[config.mk]
export PLATFORM = sky130hd
export DESIGN_NAME = matrix_rx
export DESIGN_NICKNAME = d
export VERILOG_FILES = /design/src/rtl/matrix_pkg.sv /design/src/rtl/matrix_rx_sync_edge.sv /design/src/rtl/matrix_rx.sv
export SDC_FILE = /design/constraint.sdc
export NUM_CORES = 1
export LEC_CHECK = 0
export ABC_AREA = 0
export CORE_MARGIN = 8
export CORE_UTILIZATION = 35
export DETAILED_ROUTE_END_ITERATION = 16
export HOLD_SLACK_MARGIN = 0.15
export PLACE_DENSITY = 0.66
export SYNTH_ARGS = -nofsm -noshare
export SYNTH_HDL_FRONTEND = slang
export SYNTH_SLANG_ARGS = --single-unit
export TNS_END_PERCENT = 50
[constraint.sdc]
create_clock -name clk -period 5.32 [get_ports clk]
set_clock_uncertainty 0.15 [all_clocks]
set_input_delay 1.33 -clock clk [delete_from_list [all_inputs] [get_ports clk]]
set_output_delay 1.33 -clock clk [all_outputs]
set_load 0.1 [all_outputs]
[src/rtl/matrix_pkg.sv]
// Shared constants and helpers for the 8x8 matrix serial link (driver and receiver).
// Latency: n/a (package only; functions are purely combinational).
// Backpressure: n/a.
package matrix_pkg;

    localparam int ROWS        = 8;
    localparam int PIX_PER_ROW = 8;
    localparam int ROW_SEL_LSB = 24;
    localparam int SEL_W       = 8;
    localparam int PIX_W       = 3;

    // Serial pixel field (8 x RGB, pixel 0 in the low bits) to the bus row word.
    // Each pixel owns one nibble: even pixels the low nibble of byte p/2, odd
    // pixels the high nibble. The nibble MSB (bits 3 and 7 of each byte) is 0.
    function automatic logic [31:0] pack_row(input logic [23:0] pix);
        logic [31:0] row;
        row = '0;
        for (int p = 0; p < PIX_PER_ROW; p++) begin
            row[4*p +: PIX_W] = pix[PIX_W*p +: PIX_W];
        end
        return row;
    endfunction

    // Row select decode: {valid, index}. valid only when exactly one bit is set.
    function automatic logic [3:0] onehot_index(input logic [7:0] sel);
        logic [2:0] idx;
        int         n_set;
        idx   = '0;
        n_set = 0;
        for (int i = 0; i < SEL_W; i++) begin
            if (sel[i]) begin
                idx   = 3'(i);
                n_set = n_set + 1;
            end
        end
        return {(n_set == 1), idx};
    endfunction

endpackage

[src/rtl/matrix_rx_sync_edge.sv]
// Multi-flop synchroniser for one asynchronous line, plus a rising-edge pulse.
// Latency: SYNC_STAGES clk to o_sync, one more history flop for the edge compare.
// Backpressure: none; the source must hold each level SYNC_STAGES+1 clk periods.
module sync_edge #(
    parameter int SYNC_STAGES = 2
) (
    input  logic clk,
    input  logic reset_n,
    input  logic i_async,
    output logic o_sync,
    output logic o_rise
);

    logic [SYNC_STAGES-1:0] r_sync;
    logic                   r_prev;

    // Shift the raw line through the synchroniser chain and keep one history bit.
    always_ff @(posedge clk or negedge reset_n) begin
        if (!reset_n) begin
            r_sync <= '0;
            r_prev <= 1'b0;
        end else begin
            r_sync <= {r_sync[SYNC_STAGES-2:0], i_async};
            r_prev <= r_sync[SYNC_STAGES-1];
        end
    end

    assign o_sync = r_sync[SYNC_STAGES-1];
    assign o_rise = r_sync[SYNC_STAGES-1] & ~r_prev;

endmodule

[src/rtl/matrix_rx.sv]
// Serial shift/latch receiver into an 8-row frame buffer, read back over Wishbone.
// Latency: serial edges act SYNC_STAGES+1 clk after the pin; WB read acks next clk.
// Backpressure: none; o_wb_stall is always 0, every request is acked in one cycle.
module matrix_rx
    import matrix_pkg::*;
#(
    parameter int SHIFT_BITS  = 32,
    parameter int SYNC_STAGES = 2
) (
    input  logic        clk,
    input  logic        reset_n,
    input  logic        i_sclk,
    input  logic        i_latch,
    input  logic        i_mosi,
    input  logic        i_wb_cyc,
    input  logic        i_wb_stb,
    input  logic        i_wb_we,
    input  logic [2:0]  i_wb_addr,
    input  logic [3:0]  i_wb_sel,
    input  logic [31:0] i_wb_wdata,
    output logic        o_wb_ack,
    output logic        o_wb_stall,
    output logic [31:0] o_wb_rdata,
    output logic [7:0]  o_frame_cnt,
    output logic        o_err,
    output logic        o_err_sticky
);

    // Counter must reach SHIFT_BITS+1 so an over-long word is distinguishable.
    localparam int CNT_W = $clog2(SHIFT_BITS + 2);
    localparam logic [CNT_W-1:0] CNT_FULL = CNT_W'(SHIFT_BITS);
    localparam logic [CNT_W-1:0] CNT_SAT  = CNT_W'(SHIFT_BITS + 1);

    logic                  w_sclk_sync;
    logic                  w_sclk_rise;
    logic                  w_latch_sync;
    logic                  w_latch_rise;
    logic                  w_mosi_sync;
    logic                  w_unused_mosi_rise;
    logic                  w_unused;

    logic [SHIFT_BITS-1:0] r_shreg;
    logic [CNT_W-1:0]      r_bit_cnt;
    logic [31:0]           r_row_buf [ROWS];
    logic [7:0]            r_frame_cnt;
    logic                  r_err;
    logic                  r_err_sticky;
    logic                  r_wb_ack;
    logic [31:0]           r_wb_rdata;

    logic [3:0]            w_sel_dec;
    logic                  w_sel_valid;
    logic [2:0]            w_sel_row;
    logic                  w_accept;
    logic [CNT_W-1:0]      w_cnt_inc;
    logic                  w_wb_req;

    sync_edge #(.SYNC_STAGES(SYNC_STAGES)) u_sync_sclk (
        .clk     (clk),
        .reset_n (reset_n),
        .i_async (i_sclk),
        .o_sync  (w_sclk_sync),
        .o_rise  (w_sclk_rise)
    );

    sync_edge #(.SYNC_STAGES(SYNC_STAGES)) u_sync_latch (
        .clk     (clk),
        .reset_n (reset_n),
        .i_async (i_latch),
        .o_sync  (w_latch_sync),
        .o_rise  (w_latch_rise)
    );

    sync_edge #(.SYNC_STAGES(SYNC_STAGES)) u_sync_mosi (
        .clk     (clk),
        .reset_n (reset_n),
        .i_async (i_mosi),
        .o_sync  (w_mosi_sync),
        .o_rise  (w_unused_mosi_rise)
    );

    // Writes are ignored and the whole word is always returned, so these inputs
    // (and the mosi edge, which means nothing) are deliberately dropped here.
    assign w_unused = ^{i_wb_sel, i_wb_wdata, i_wb_we, w_unused_mosi_rise,
                        w_sclk_sync, w_latch_sync};

    // The latch judges the word as it stood before any same-cycle shift.
    assign w_sel_dec   = onehot_index(r_shreg[ROW_SEL_LSB +: SEL_W]);
    assign w_sel_valid = w_sel_dec[3];
    assign w_sel_row   = w_sel_dec[2:0];
    assign w_accept    = (r_bit_cnt == CNT_FULL) && w_sel_valid;
    assign w_cnt_inc   = (r_bit_cnt == CNT_SAT) ? r_bit_cnt : r_bit_cnt + CNT_W'(1);
    assign w_wb_req    = i_wb_cyc && i_wb_stb;

    // Shift register and bit counter. A shift coinciding with a latch starts
    // the next word, so the counter lands on 1 rather than 0.
    always_ff @(posedge clk or negedge reset_n) begin
        if (!reset_n) begin
            r_shreg   <= '0;
            r_bit_cnt <= '0;
        end else begin
            if (w_sclk_rise) begin
                r_shreg <= {r_shreg[SHIFT_BITS-2:0], w_mosi_sync};
            end
            if (w_sclk_rise && w_latch_rise) begin
                r_bit_cnt <= CNT_W'(1);
            end else if (w_sclk_rise) begin
                r_bit_cnt <= w_cnt_inc;
            end else if (w_latch_rise) begin
                r_bit_cnt <= '0;
            end
        end
    end

    // Accepted words overwrite their selected row; rejected words leave the buffer alone.
    always_ff @(posedge clk or negedge reset_n) begin
        if (!reset_n) begin
            for (int i = 0; i < ROWS; i++) begin
                r_row_buf[i] <= '0;
            end
            r_frame_cnt <= '0;
        end else if (w_latch_rise && w_accept) begin
            r_row_buf[w_sel_row] <= pack_row(r_shreg[ROW_SEL_LSB-1:0]);
            r_frame_cnt          <= r_frame_cnt + 8'd1;
        end
    end

    // Rejection reporting: single-cycle pulse plus a flag held until reset.
    always_ff @(posedge clk or negedge reset_n) begin
        if (!reset_n) begin
            r_err        <= 1'b0;
            r_err_sticky <= 1'b0;
        end else begin
            r_err <= w_latch_rise && !w_accept;
            if (w_latch_rise && !w_accept) begin
                r_err_sticky <= 1'b1;
            end
        end
    end

    // Wishbone read port: ack and data one cycle after the request, data taken
    // from the buffer as it was in the request cycle. Idle cycles hold rdata.
    always_ff @(posedge clk or negedge reset_n) begin
        if (!reset_n) begin
            r_wb_ack   <= 1'b0;
            r_wb_rdata <= '0;
        end else begin
            r_wb_ack <= w_wb_req;
            if (w_wb_req) begin
                r_wb_rdata <= r_row_buf[i_wb_addr];
            end
        end
    end

    assign o_wb_ack     = r_wb_ack;
    assign o_wb_stall   = 1'b0;
    assign o_wb_rdata   = r_wb_rdata;
    assign o_frame_cnt  = r_frame_cnt;
    assign o_err        = r_err;
    assign o_err_sticky = r_err_sticky;

endmodule

==> impl_metrics.tcl <==
set metrics [dict create \
    run_status "complete, but fails checks" \
    violations "setup timing" \
    core_area_mm2 0.03626 \
    yosysTopAreaCellShare_pct 53.52 \
    cts_tree "done" \
    synth_cell_types 60 \
    routed_via_density 5.028 \
    fin_tns_setup_ps -5323 \
    globalplace.congestion 0.7927 \
    reg2reg_slack_ps -110 \
    final-setup-viol-count 152 \
    die_area_mm2 0.04284 \
    grt_usage_pct 12.63 \
    path_class "reg2reg" \
    drc_errors 0 \
    portBuffers 44 \
    yosys_warnings 0 \
    async_reset_ff_share_pct 100.0 \
    layout.nets 976 \
    hold_viol_final 0 \
    drtIter0Drc 338 \
    grt_overflow 0 \
    arrival_ps 5700 \
    cp_top_family "simple AND/OR/NAND/NOR gates" \
    ys_ff_latch 273 \
    r2r-end "r_row_buf[34]$_DFFE_PN0P_" \
    rsz0062_at_grt "true" \
    crit_buf_inv 4 \
    fmax_mhz 184.1 \
    antennaDiodeCount 0 \
    rows 70 \
    p_sw_share_pct 27.33 \
    slowest_stage "dfrtp_1" \
    clock_sink_count 273 \
    synth_edf_count 0 \
    crit_cells 26 \
    clk_path_buf_depth 3 \
    n_fill_cell 3244 \
    drive_above_1_share_pct 42.39 \
    cp-start-kind "flip-flop" \
    postLayoutCellArea_mm2 0.01539 \
    fin_hold_ws_ps 196.5 \
    clkPwrFrac_pct 40.8 \
    syn-cell-area_mm2 0.01276 \
    fin_util_pct 42.43 \
    finalCriticalPeriod_ps 5432 \
    power.total_w 0.004662 \
    htree_levels 1 \
    ys_seq_area_share_pct 53.52 \
    worstHoldStart "u_sync_mosi.r_sync[0]$_DFF_PN0_" \
    hold-path-endpoint "u_sync_mosi.r_sync[1]$_DFF_PN0_" \
    start_util_pct 35.20 \
    yosysTopAreaCell "dfrtp_1" \
    path_common_cell "ha_4" \
    syn_inst 868 \
    p_leak_nw 7.296 \
    synth_ff_type "dfrtp_1" \
    synth_area_leaders "dfrtp_1, mux2_2, mux4_2" \
    cts_buffers 28 \
    hp-class "reg2reg" \
    area_delta_synth_final_pct 20.54 \
    die_y_um 207.0 \
    synthTopCellsByCount "dfrtp_1, mux2_2, mux2_4" \
    power_frac_comb_pct 9.5 \
    worstRegToRegCells 26 \
    ir_worst_vdd_mv 0.2486 \
    first_global_vias 7608 \
    worst_slack_ps -111.7 \
    power_density_mw_per_mm2 303.0 \
    maxSlewHeadroom_pct 31.58 \
    grt_max_degree 111 \
    slew_violations 0 \
    grt_pass1_wl_mm 43.24 \
    dp_hpwl_mm 14.07 \
    io_pins 91 \
    ant_nets 0 \
    dr.pass1.iters 4 \
    place_area_mm2 0.01385 \
    hold_depth 0 \
    power.internal_w 0.003388 \
    num_vias 7074 \
    avgSynthCellArea_um2 14.71 \
    totalWireLength_mm 26.44 \
    drt-wirelength-per-cell_um 18.79 \
    die_x_um 207.0 \
    crit_path_max_incr_delay_ps 390 \
    end_kind "flip-flop" \
    cp.required_ps 5590 \
    maxCapViolations 0 \
    switching_power_w 0.001274 \
    cts_root_buf "clkbuf_16" \
    worst_pin_slew_ps 1023 \
    path_max_fanout 12 \
    synth.most_common_cell "dfrtp_1" \
    fin_crit_sh_pct 102.1 \
    antenna_found_initial 0 \
    rr_startpoint "r_shreg[25]$_DFFE_PN0P_" \
    clkTransAtPathRegs_ps 60 \
    clk_latency_ps 560 \
    p_seq_share_pct 49.7 \
]
[power groups by stage]
stage	Clock (W)	Sequential (W)	Combinational, W
after floorplan	0	0.00238	0.000271
after global placement	0	0.00234	0.000443
after CTS	0.00195	0.00231	0.000452
after global routing	0.00204	0.00234	0.000473
after detailed placement	0	0.00234	0.000446
final	0.00190	0.00232	0.000444
[layer usage]
layer  vias up  part of all wire, %  track usage, %  wire (µm)
met3        33                  3.1           1.935        807
met4         0                  2.0           2.654        529
met2        93                   47           20.43      12460
met5         -                    0               0          0
li1       3202                    -               -          -
met1      3746                   48           17.84      12640
[cell families (layout without fill, tap and decap cells)]
kind of cell	Yosys count	after routing	synth area share [%]
fa+ha+maj	11	11	1.078
xor+xnor	22	22	1.960
mux	294	294	31.70
flops	273	273	53.52
buf+inv	94	157	3.980
compound gates	54	54	2.500
simple gates	119	119	5.234
other cells	1	9	0.02938
[per-stage QoR]
stage	worst slack [ps]	instances
floorplan	6.284	876
global placement	-108.7	1338
detailed placement	-206.7	1338
CTS	-152.3	1405
global route	-347.2	1407
finish	-111.7	1407
[repair_timing]
item	4_1_cts	5_1_grt
cloned	6	1
hold endpoints to repair	0	0
pin swaps	10	11
hold buffers	0	0
endpoints found under the setup margin	193	194
setup buffers	10	2
gates resized for setup	90	7
[cell usage in the layout (no fill, tap or decap), drive strengths merged, types with 3 or more instances in the layout]
cell type,count
inv,8
nand4,7
mux4,48
xor2,8
conb,9
buf,57
clkdlybuf4s50,40
nand2b,6
a21oi,30
xnor2,13
clkinv,5
and3,5
nand3,9
or2,4
mux2,222
nand4b,3
mux2i,24
nor2b,5
nand2,18
ha,11
dfrtp,273
o31ai,3
nor2,46
clkbuf,45
and2,4
o21ai,9
[worst max-delay path by stage]
stage                            start                    endpoint
4_1_cts        r_shreg[25]$_DFFE_PN0P_   r_row_buf[94]$_DFFE_PN0P_
2_1_floorplan  r_shreg[25]$_DFFE_PN0P_  r_row_buf[165]$_DFFE_PN0P_
5_1_grt        r_shreg[25]$_DFFE_PN0P_   r_row_buf[94]$_DFFE_PN0P_
3_3_place_gp   r_shreg[25]$_DFFE_PN0P_  r_row_buf[205]$_DFFE_PN0P_
6_report       r_shreg[25]$_DFFE_PN0P_   r_row_buf[34]$_DFFE_PN0P_
3_5_place_dp   r_shreg[25]$_DFFE_PN0P_  r_row_buf[238]$_DFFE_PN0P_
[layout make-up]
class | instances | area, µm² | share of cell area, %
multi-input combinational | 509 | 5878 | 38.20
clock inverter | 7 | 87.58 | 0.5692
clock buffer | 44 | 810.8 | 5.270
inverter | 8 | 30.03 | 0.1952
tap | 468 | 585.6 | 3.806
timing repair buffer | 98 | 1162 | 7.555
sequential | 273 | 6832 | 44.40
[sequential cells by signal (all words and copies together), names as in the netlist]
register	count
u_sync_mosi.r_sync	2
u_sync_latch.r_prev	1
o_frame_cnt	8
u_sync_sclk.r_sync	2
r_row_buf	192
o_wb_rdata	24
o_wb_ack	1
r_shreg	32
o_err_sticky	1
u_sync_latch.r_sync	2
u_sync_sclk.r_prev	1
o_err	1
r_bit_cnt	6
Note: power is estimated with default switching activity, not from simulation.
